## src/rtl/hough_vote_engine.sv

```systemverilog
// hough_vote_engine
// Sweeps theta over [theta_lo..theta_hi] with a programmable stride for one
// edge pixel (x,y) and emits one (theta, rho-bin) vote per cycle on a
// valid/ready stream. rho = x*cos + y*sin, rounded, offset by 2^(RHO_WIDTH-1)
// and clamped to the bin range.
//
// Ports
//   clk, reset            clock, asynchronous active-high reset
//   start                 one-cycle request, sampled only when idle
//   x_in, y_in            pixel coordinates, latched on accepted start
//   theta_lo/hi/stride    sweep window and increment (stride 0 acts as 1)
//   trig_addr             ROM address; trig_cos/trig_sin return one cycle later
//   vote_valid/ready      vote stream handshake
//   vote_theta/rho/last   vote payload; last marks the final issued theta
//   busy, done            busy from accepted start to completion; done pulse
//   vote_count, sat_flag  accepted votes and sticky clamp flag for the point
//
// States
//   S_IDLE   | waiting for start
//   S_ISSUE  | issuing ROM addresses, one per enabled cycle
//   S_DRAIN  | all addresses issued, waiting for the last vote to be accepted
//   S_FINISH | done pulse, back to idle
module hough_vote_engine #(
    parameter int X_WIDTH     = 10,
    parameter int Y_WIDTH     = 10,
    parameter int THETA_WIDTH = 8,
    parameter int TRIG_FRAC   = 14,
    parameter int RHO_WIDTH   = 11
) (
    input  logic                          clk,
    input  logic                          reset,
    input  logic                          start,
    input  logic [X_WIDTH-1:0]            x_in,
    input  logic [Y_WIDTH-1:0]            y_in,
    input  logic [THETA_WIDTH-1:0]        theta_lo,
    input  logic [THETA_WIDTH-1:0]        theta_hi,
    input  logic [THETA_WIDTH-1:0]        theta_stride,
    output logic [THETA_WIDTH-1:0]        trig_addr,
    input  logic signed [TRIG_FRAC+1:0]   trig_cos,
    input  logic signed [TRIG_FRAC+1:0]   trig_sin,
    output logic                          vote_valid,
    input  logic                          vote_ready,
    output logic [THETA_WIDTH-1:0]        vote_theta,
    output logic [RHO_WIDTH-1:0]          vote_rho,
    output logic                          vote_last,
    output logic                          busy,
    output logic                          done,
    output logic [THETA_WIDTH:0]          vote_count,
    output logic                          sat_flag
);

    localparam int TW  = TRIG_FRAC + 2;
    localparam int XYW = (X_WIDTH > Y_WIDTH) ? X_WIDTH : Y_WIDTH;
    localparam int PW  = XYW + TRIG_FRAC + 3;
    localparam int SW  = PW + 1;
    localparam logic signed [SW-1:0] RND  = SW'(2 ** (TRIG_FRAC - 1));
    localparam logic signed [SW-1:0] OFS  = SW'(2 ** (RHO_WIDTH - 1));
    localparam logic signed [SW-1:0] RMAX = SW'(2 ** RHO_WIDTH - 1);

    typedef enum logic [1:0] {S_IDLE, S_ISSUE, S_DRAIN, S_FINISH} state_t;

    state_t                   state_q, state_d;
    logic [THETA_WIDTH-1:0]   addr_q, addr_d;
    logic [X_WIDTH-1:0]       x_q;
    logic [Y_WIDTH-1:0]       y_q;
    logic [THETA_WIDTH-1:0]   hi_q, stride_q;
    logic                     latch;

    logic                     en, en_prev_q;
    logic signed [TW-1:0]     cos_hold_q, sin_hold_q, cos_sel, sin_sel;
    logic                     s2_valid_q, s2_last_q, s3_valid_q, s3_last_q;
    logic [THETA_WIDTH-1:0]   s2_theta_q, s3_theta_q;
    logic signed [PW-1:0]     px_q, py_q, px_d, py_d;
    logic signed [SW-1:0]     sum, biased;
    logic [RHO_WIDTH-1:0]     rho_d;
    logic                     clamp;

    logic                     vote_valid_q, vote_last_q, sat_q;
    logic [THETA_WIDTH-1:0]   vote_theta_q;
    logic [RHO_WIDTH-1:0]     vote_rho_q;
    logic [THETA_WIDTH:0]     vote_count_q;

    logic [THETA_WIDTH:0]     addr_next;
    logic                     issue_last;
    logic                     accept;

    assign en      = !(vote_valid_q && !vote_ready);
    assign accept  = vote_valid_q && vote_ready;

    // One extra bit so a step past the top of the theta range is seen as
    // "beyond theta_hi" instead of wrapping back into the window.
    assign addr_next  = {1'b0, addr_q} + {1'b0, stride_q};
    assign issue_last = addr_next > {1'b0, hi_q};

    always_comb begin
        state_d = state_q;
        addr_d  = addr_q;
        latch   = 1'b0;
        case (state_q)
            S_IDLE: begin
                if (start) begin
                    latch = 1'b1;
                    if (theta_lo > theta_hi) begin
                        state_d = S_FINISH;
                    end else begin
                        state_d = S_ISSUE;
                        addr_d  = theta_lo;
                    end
                end
            end
            S_ISSUE: begin
                if (en) begin
                    if (issue_last) state_d = S_DRAIN;
                    else            addr_d  = addr_next[THETA_WIDTH-1:0];
                end
            end
            S_DRAIN: begin
                if (accept && vote_last_q) state_d = S_FINISH;
            end
            default: state_d = S_IDLE;
        endcase
    end

    always_ff @(posedge clk or posedge reset) begin
        if (reset) begin
            state_q  <= S_IDLE;
            addr_q   <= '0;
            x_q      <= '0;
            y_q      <= '0;
            hi_q     <= '0;
            stride_q <= '0;
        end else begin
            state_q <= state_d;
            addr_q  <= addr_d;
            if (latch) begin
                x_q      <= x_in;
                y_q      <= y_in;
                hi_q     <= theta_hi;
                stride_q <= (theta_stride == '0) ? THETA_WIDTH'(1) : theta_stride;
            end
        end
    end

    // The ROM keeps clocking its held address during a stall, so after the
    // first stalled cycle its output belongs to stage 1, not stage 2. Keep
    // the stage-2 data captured while it was still current and use it on
    // the cycle the stall releases.
    assign cos_sel = en_prev_q ? trig_cos : cos_hold_q;
    assign sin_sel = en_prev_q ? trig_sin : sin_hold_q;

    always_comb begin
        px_d = PW'($signed({1'b0, x_q})) * PW'(cos_sel);
        py_d = PW'($signed({1'b0, y_q})) * PW'(sin_sel);
    end

    always_comb begin
        sum    = SW'(px_q) + SW'(py_q) + RND;
        biased = (sum >>> TRIG_FRAC) + OFS;
        clamp  = 1'b0;
        rho_d  = biased[RHO_WIDTH-1:0];
        if (biased[SW-1]) begin
            rho_d = '0;
            clamp = 1'b1;
        end else if (biased > RMAX) begin
            rho_d = '1;
            clamp = 1'b1;
        end
    end

    always_ff @(posedge clk or posedge reset) begin
        if (reset) begin
            en_prev_q    <= 1'b0;
            cos_hold_q   <= '0;
            sin_hold_q   <= '0;
            s2_valid_q   <= 1'b0;
            s2_last_q    <= 1'b0;
            s2_theta_q   <= '0;
            s3_valid_q   <= 1'b0;
            s3_last_q    <= 1'b0;
            s3_theta_q   <= '0;
            px_q         <= '0;
            py_q         <= '0;
            vote_valid_q <= 1'b0;
            vote_last_q  <= 1'b0;
            vote_theta_q <= '0;
            vote_rho_q   <= '0;
        end else begin
            en_prev_q <= en;
            if (en_prev_q) begin
                cos_hold_q <= trig_cos;
                sin_hold_q <= trig_sin;
            end
            if (en) begin
                s2_valid_q   <= (state_q == S_ISSUE);
                s2_last_q    <= issue_last;
                s2_theta_q   <= addr_q;
                s3_valid_q   <= s2_valid_q;
                s3_last_q    <= s2_last_q;
                s3_theta_q   <= s2_theta_q;
                px_q         <= px_d;
                py_q         <= py_d;
                vote_valid_q <= s3_valid_q;
                vote_last_q  <= s3_last_q;
                vote_theta_q <= s3_theta_q;
                vote_rho_q   <= rho_d;
            end
        end
    end

    always_ff @(posedge clk or posedge reset) begin
        if (reset) begin
            vote_count_q <= '0;
            sat_q        <= 1'b0;
        end else if (latch) begin
            vote_count_q <= '0;
            sat_q        <= 1'b0;
        end else begin
            if (accept) vote_count_q <= vote_count_q + (THETA_WIDTH+1)'(1);
            if (en && s3_valid_q && clamp) sat_q <= 1'b1;
        end
    end

    assign trig_addr  = addr_q;
    assign vote_valid = vote_valid_q;
    assign vote_theta = vote_theta_q;
    assign vote_rho   = vote_rho_q;
    assign vote_last  = vote_last_q;
    assign vote_count = vote_count_q;
    assign sat_flag   = sat_q;
    assign busy       = (state_q == S_ISSUE) || (state_q == S_DRAIN);
    assign done       = (state_q == S_FINISH);

endmodule
```

## config.mk

```make
export PLATFORM = sky130hd
export DESIGN_NAME = hough_vote_engine
export DESIGN_NICKNAME = d
export VERILOG_FILES = /design/src/rtl/hough_vote_engine.sv
export SDC_FILE = /design/constraint.sdc
export NUM_CORES = 1
export LEC_CHECK = 0
export CAP_MARGIN = 20
export CORE_MARGIN = 3
export CORE_UTILIZATION = 53
export DETAILED_ROUTE_END_ITERATION = 6
export PLACE_DENSITY = 0.83
export SYNTH_ARGS = -nofsm -noshare
export SYNTH_HDL_FRONTEND = slang
export SYNTH_SLANG_ARGS = --single-unit
```

## constraint.sdc

```tcl
create_clock -name clk -period 7.9 [get_ports clk]
set_clock_uncertainty 0.05 [all_clocks]
set_input_delay 1.185 -clock clk [delete_from_list [all_inputs] [get_ports clk]]
set_output_delay 1.185 -clock clk [all_outputs]
set_load 0.005 [all_outputs]
```

* Word level (Yosys, flattened, before mapping)
Cells that the tools add are included.
Storage, ports and cells: flip-flop bits (word level) 184, latch bits 0, RAM bits 0, memory bits (read-only) 0, input port bits 80, output and inout bits 41, word-level logic and storage cells 81, memories 0
Operators by class: $add $sub $neg 5, $mul 2, divide/modulo/power cells 0, $lt $le $gt $ge 3, eq/ne operators 9, shifts and indexed selects 0, multiplexer cells 24, bitwise gates (word level) 0, reduce and logical (&&, ||, !) cells 15
Operators with widths (count):
- $mul 11x16->27 | 2
- $mux 8 | 5
- $mux 16 | 2
- $add 27x27->28 | 1
- $add 28x15->28 const B | 1
- $mux 11 | 2
- $mux 9 | 2
- $pmux 8 s2 | 1
- $add 14x12->15 const B | 1
- $gt 15x12->1 const B | 1
- $ne 2x2->1 const B | 6
- $mux 2 | 5
- $add 8x8->9 | 1
- $add 9x1->9 const B | 1
- $gt 9x8->1 | 1
- $gt 8x8->1 | 1
- $logic_not 8->1 | 1
- $mux 1 | 6
- $pmux 2 s3 | 1
- $reduce_bool 2->1 | 3
- $logic_and 1x1->1 | 5
- $reduce_and 5->1 | 1
- $eq 2x2->1 const B | 2
- $reduce_and 4->1 | 1
- 4 further kinds | 5

* Logic depth before layout (Yosys ltp)
Gate-level depths: netlist of the first run.
word-level depth 9, depth in mapped cells 25, gate-level depth less buffers 22

* Worst setup path after synthesis of the first run
Ideal clock, no wire load.
path type input-to-reg, start input trig_sin[5], end register py_q[26], data arrival time 6.257 ns, required time 7.713 ns, slack 1.456 ns, stages 22, path buffers 1, cells stage by stage mux2_2 -> clkbuf_1 -> and2_1 -> fa_1 -> inv_1 -> fa_1 -> inv_1 -> fa_1 -> fa_1 -> inv_1 -> fa_1 -> inv_1 -> ha_1 -> and3_1 -> and3_1 -> a211oi_1 -> a21bo_2 -> a41oi_1 -> o211ai_1 -> a31oi_1 -> xnor2_1 -> a21oi_1
On the way: longest elaborated chain between the ends 2
Ends and longest elaborated chain:
- start: declaration | line 40 | input logic signed [TRIG_FRAC+1:0] trig_sin,
- $mux 16
- named net sin_sel[5] | line 70 | logic signed [TW-1:0] cos_hold_q, sin_hold_q, cos_sel, sin_sel;
- $mul 11x16->27 | line 153 | py_d = PW'($signed({1'b0, y_q})) * PW'(sin_sel);
- end signal: assignment | line 201 | py_q <= py_d;
- end: declaration | line 73 | logic signed [PW-1:0] px_q, py_q, px_d, py_d;
The timed path passes the listed nets, and every way through them passes these cells. A chain may end at the register's enable or synchronous reset.

* Worst setup path in the final report of the first run
start input trig_cos[7], end register px_q[25]
On the way: longest elaborated chain between the ends 2
Ends and longest elaborated chain:
- start: declaration | line 39 | input logic signed [TRIG_FRAC+1:0] trig_cos,
- $mux 16
- $mul 11x16->27 | line 152 | px_d = PW'($signed({1'b0, x_q})) * PW'(cos_sel);
- end signal: assignment | line 200 | px_q <= px_d;
- end: declaration | line 73
Every way passes these cells.

==> results.cfg, run 1 <==
[grt]
grt_start_max_net_pins = 103
grt_pass1_vias = 17756
antenna_found_initial = 0
overflow = 0
grt_pass1_wl_um = 83700
track_usage_pct = 23.3

[clock_tree]
cts_setup_buffers = 0
clk_path_buf_depth = 2
postCtsHoldBufs = 0
root_buffer = clkbuf_16
clock_latency_ps = 470
numCtsBuffers = 17
h-tree-depth = 4
clkTransAtPathRegs_ps = 80
postCtsResizedCells = 0
clock-sinks = 184
cts_tree = built

[sta]
slew_violations = 0
tightest_slew_ps = 1020
period_share_pct = 87.0
max_freq_mhz = 145
finalCriticalPeriod_ps = 6870
report.final.setup_viol = 0
max_slew_margin_pct = 32.2
hold_slack_ps = 424
grt_setup_unrepaired = no
timing_hold_violations_final = 0
setup_tns_ps = 0

[min_path]
hold_start = py_q[0]
hp-class = reg2reg
whs_endpoint = py_q[0]
whs_path_depth = 2

[logic_synthesis]
muxShareOfSynthArea_pct = 2.60
synth.distinct_cells = 69
synth_area_mm2 = 0.0218
synthAdderAreaFrac_pct = 38.4
ys.flop_type = dfrtp_1
synth_xor_area_share_pct = 2.85
synth_area_per_cell_um2 = 9.03
synthSimpleGateAreaFrac_pct = 15.8
synth_seq_cells = 184
synth-edff-count = 0
syn-instance-count = 2414
synth-compound-area-share_pct = 9.60
synth_seq_area_share_pct = 21.1
ys_warn_count = 0
async_flop_share_pct = 100
synth_top_family_by_area = adder cells
syn_nets = 2989

[floorplanning]
die_h_um = 209
row_count = 73
coreArea_mm2 = 0.0402
die-area_mm2 = 0.0436
io_pins = 121
fp.dieW_um = 209
start_util_pct = 54.2

[detailed_routing]
avgViaCountPerCell = 5.52
wl_per_cell_um = 16.5
wl_um = 49300
drt_pre_antenna_iters = 5
drc = 0
antenna_left = 0
drt_iter0_drc = 1158
vias = 16520

[setup_path]
timing.rr.start = en_prev_q
worst_r2r_path_depth = 21
rrSetupSlack_ps = 1470
endpoint_kind = register
required_ps = 8200
critPathMaxFanout = 11
r2r_end = px_q[25]
cp-start-kind = primary input
cp_data_arrival_time_ps = 7180
worstSetupPathType = in2reg

[status]
status = finished, final reports clean

[final_layout]
n_fill_cell = 3288
nets = 3028
post-route-util_pct = 59.6
antennaDiodeCount = 0
area_growth_pct = 9.98
drive_gt1_share_pct = 4.26

[placement]
dp_hpwl_um = 38500
gp_congestion = 0.914
numPortBuffers = 120

[flow_run]
timing.max_cap.violations = 0
-- layer usage --
layer	wire (um)	global-route usage, %	vias up
met3	2360	3.26	124
met2	25500	41.0	490
li1	-	-	7643
met5	0	0	-
met4	1930	10.6	0
met1	19500	28.6	8263
-- Yosys cell counts (6+ instances only) --
cell type	n	share of area [%]
clkbuf_1	95	1.6
nand3_1	15	0.34
o21bai_1	15	0.52
o21ai_0	55	1.3
dfrtp_1	184	21
nand4_1	11	0.32
nand2b_1	7	0.20
nand2_1	423	7.3
fa_1	291	27
nor2_1	67	1.2
nor2b_1	7	0.20
ha_1	204	12
a211oi_1	7	0.24
a311oi_1	12	0.48
mux2i_1	6	0.28
or3_1	8	0.23
and3_1	10	0.29
o21a_1	27	0.93
o31ai_1	11	0.38
xor2_1	33	1.3
mux2_2	45	2.3
a21oi_1	91	2.1
and2_1	156	4.5
buf_1	12	0.21
nor3_1	14	0.32
a211o_1	7	0.28
xnor2_1	38	1.5
a21o_1	31	1.1
a31oi_1	13	0.37
nor3b_1	6	0.21
inv_1	443	7.6
o211ai_1	11	0.38
-- logic make-up after synthesis --
| kind of cell | count (synthesis) |
|---|---|
| xor gates and xnor gates | 71 |
| and+or+nand+nor | 745 |
| muxes | 51 |
| buffers and inverters | 553 |
| AOI/OAI and AO/OA | 315 |
| adders and majority gates | 495 |
| DFF | 184 |
-- worst max path at each step --
stage | end | depth (start not counted) | from
2_1_floorplan | py_q[26] | 22 | trig_sin[5]
3_3_place_gp | py_q[26] | 22 | trig_sin[5]
3_5_place_dp | px_q[25] | 21 | trig_cos[7]
4_1_cts | px_q[25] | 21 | trig_cos[7]
5_1_grt | px_q[25] | 21 | trig_cos[5]
6_report | px_q[25] | 21 | trig_cos[7]
-- through the flow --
| stage | area [um^2] | cells | worst slack, ps |
|---|---|---|---|
| after floorplan | 21800 | 2414 | 1460 |
| after global placement | 23300 | 2957 | 843 |
| after detailed placement | 23300 | 2957 | 715 |
| after CTS | 23900 | 2989 | 1140 |
| after global routing | 24000 | 2991 | 789 |
| final | 24000 | 2991 | 1030 |
-- registers in the layout, summed over array words and instances, names as in the netlist, 8 cells and up --
register	count
y_q	10
cos_hold_q	16
px_q	27
sin_hold_q	16
s3_theta_q	8
vote_theta	8
py_q	27
stride_q	8
x_q	10
trig_addr	8
s2_theta_q	8
hi_q	8
vote_count	9
vote_rho	11
-- cell usage in the layout (no fill, tap or decap), drive strengths merged, types with 4 or more instances in the layout --
cell type / n
nor3b: 6
a21oi: 91
nand2: 423
a22oi: 4
mux2i: 6
inv: 452
nor2: 67
nor3: 14
a211oi: 9
ha: 204
o211ai: 12
or3: 9
a31oi: 13
o21a: 27
a211o: 7
o31ai: 11
fa: 291
a21o: 31
and2: 156
nand4: 11
clkdlybuf4s50: 120
buf: 9
mux2: 45
or2: 5
xnor2: 38
o21bai: 15
clkinv: 6
nand2b: 7
a311oi: 12
clkbuf: 17
nand3: 15
dfrtp: 184
and3: 10
xor2: 33
nor2b: 7
o21ai: 55
-- final cells by class --
class	instances	area, um^2	area share, %
clock buffer	17	425	1.78
clock inverter	15	193	0.804
inverter	444	1670	6.99
multi-input combinational	1677	15100	63.1
sequential	184	4600	19.2
tap	525	657	2.74
timing repair buffer	129	1300	5.43
-- critical path, stage by stage --
cell             delay [ps]
clkdlybuf4s50_1         450
mux2_2                  270
nand2_1                 110
fa_1                    580
inv_1                    60
fa_1                    500
inv_1                    70
fa_1                    550
fa_1                    430
fa_1                    490
inv_1                    40
ha_1                    340
o21a_1                  130
o21ai_0                 190
nand2b_1                120
a31oi_1                 450
o211ai_1                200
a31oi_1                 290
o21ai_0                 230
a21o_1                  220
a211o_1                 250
Power of run 1 is not shown: default switching activity piles up to over one toggle a cycle in this logic, so the estimate is an artifact.
==> run 2, diff against run 1 <==
--- a/config.mk
+++ b/config.mk
@@ -5,7 +5,6 @@
 export SDC_FILE = /design/constraint.sdc
 export NUM_CORES = 1
 export LEC_CHECK = 0
-export CAP_MARGIN = 20
 export CORE_MARGIN = 3
 export CORE_UTILIZATION = 53
 export DETAILED_ROUTE_END_ITERATION = 6
==> results.cfg, run 2 (synthesized netlist as in run 1, its figures left out) <==
[status]
status = finished with violations
violations = DRC

[clock_tree]
cts_setup_buffers = 0
clock_latency_ps = 470
clk_path_buf_depth = 2
root_buffer = clkbuf_16
clock-sinks = 184
postCtsHoldBufs = 0
clkTransAtPathRegs_ps = 80
numCtsBuffers = 17
h-tree-depth = 4
postCtsResizedCells = 0
cts_tree = built

[floorplanning]
io_pins = 121
row_count = 73
die-area_mm2 = 0.0436
fp.dieW_um = 209
die_h_um = 209
start_util_pct = 54.2
coreArea_mm2 = 0.0402

[setup_path]
required_ps = 8200
cp-start-kind = primary input
endpoint_kind = register
crit_top_cell = fa_1
critPathBufInv = 4
worst_r2r_path_depth = 21
crit_chain = clkdlybuf4s50_1 > mux2_2 > nand2_1 > fa_1 > inv_1 > fa_1 > inv_1 > fa_1 > fa_1 > fa_1 > inv_1 > ha_1 > o21a_1 > o21ai_0 > nand2b_1 > a31oi_1 > o211ai_1 > a31oi_1 > o21ai_0 > a21o_1 > a211o_1
worstSetupPathType = in2reg
cp_data_arrival_time_ps = 7180
critPathMaxStageDelay_ps = 580
crit_slowest_cell = fa_1
critPathMaxFanout = 11
path_depth = 21
path_delay_family = adder cells

[min_path]
hp-class = reg2reg
whs_path_depth = 2

[final_layout]
mostFrequentLayoutCell = inv_1
largest_registers = px_q (27), py_q (27)
post-route-util_pct = 59.5
final_cell_mix = inv_1, nand2_1, fa_1, ha_1, dfrtp_1
area_growth_pct = 9.76
nets = 3026
drive_gt1_share_pct = 4.18
antennaDiodeCount = 0
multi_input_area_mm2 = 0.0151
n_fill_cell = 3300
seq_area_mm2 = 0.00460
final_area_mm2 = 0.0239

[detailed_routing]
drt_pre_antenna_iters = 7
wl_um = 49300
antenna_left = 0
wl_per_cell_um = 16.5
avgViaCountPerCell = 5.53
drt_iter0_drc = 1181
vias = 16524
drc = 2

[placement]
dpl_cell_area_mm2 = 0.0233
dp_hpwl_um = 38500
numPortBuffers = 120
gp_congestion = 0.914

[sta]
max_freq_mhz = 145
tightest_slew_ps = 1120
slew_violations = 0
hold_slack_ps = 424
finalCriticalPeriod_ps = 6880
setup_tns_ps = 0
period_share_pct = 87.0
grt_setup_unrepaired = no
report.final.setup_viol = 0
timing_hold_violations_final = 0
max_slew_margin_pct = 25.0

[grt]
antenna_found_initial = 0
grt_pass1_wl_um = 83700
grt_pass1_vias = 17756
track_usage_pct = 23.3
overflow = 0
grt_start_max_net_pins = 103

[flow_run]
timing.max_cap.violations = 0
## run 2: changes by cell type in the layout (fill, tap and decap cells not counted)
| cell | previous run | this run |
|---|---|---|
| buf_16 | 1 | 0 |
| buf_12 | 1 | 0 |
## run 2: per-stage QoR
stage | setup WS [ps] | instances
final | 1020 | 2989
after global routing | 789 | 2989
after CTS | 1140 | 2989
after detailed placement | 715 | 2957
after global placement | 843 | 2957
after floorplan | 1460 | 2414
## run 2: layout make-up
cell class	instances	area share, %
clock buffer	17	1.78
clock inverter	15	0.806
inverter	444	7.00
multi-input combinational	1677	63.2
sequential	184	19.3
tap	525	2.75
timing repair buffer	127	5.24
## run 2: path summary, 6_finish.rpt
kind	to	startpoint	slack, ps
worst max-delay path	px_q[25]	trig_cos[7]	1020
worst min-delay path	s2_theta_q[1]	s2_theta_q[1]	420
worst max register to register	px_q[25]	en_prev_q	1470
worst min register to register	s2_theta_q[1]	s2_theta_q[1]	420
max in group asynchronous	y_q[6]	reset	5020
min in group asynchronous	cos_hold_q[6]	reset	1170
## run 2: layer usage
layer  part of all wire (%)  track usage [%]  up-vias
met5                      0                0        -
met2                     51             41.0      476
met4                    3.9             10.6        0
li1                       -                -     7637
met3                    4.8             3.26      125
met1                     40             28.6     8286
## run 2: worst reg2reg max path: cells and delay by family, from the launching register on
kind / cells / cell delay (ps)
adders and majority gates: 6 / 2890
AOI/OAI and AO/OA: 8 / 1960
buffers and inverters: 4 / 390
muxes: 1 / 390
DFF: 1 / 380
and+or+nand+nor: 2 / 230
Power of run 2 is left out for the same reason.
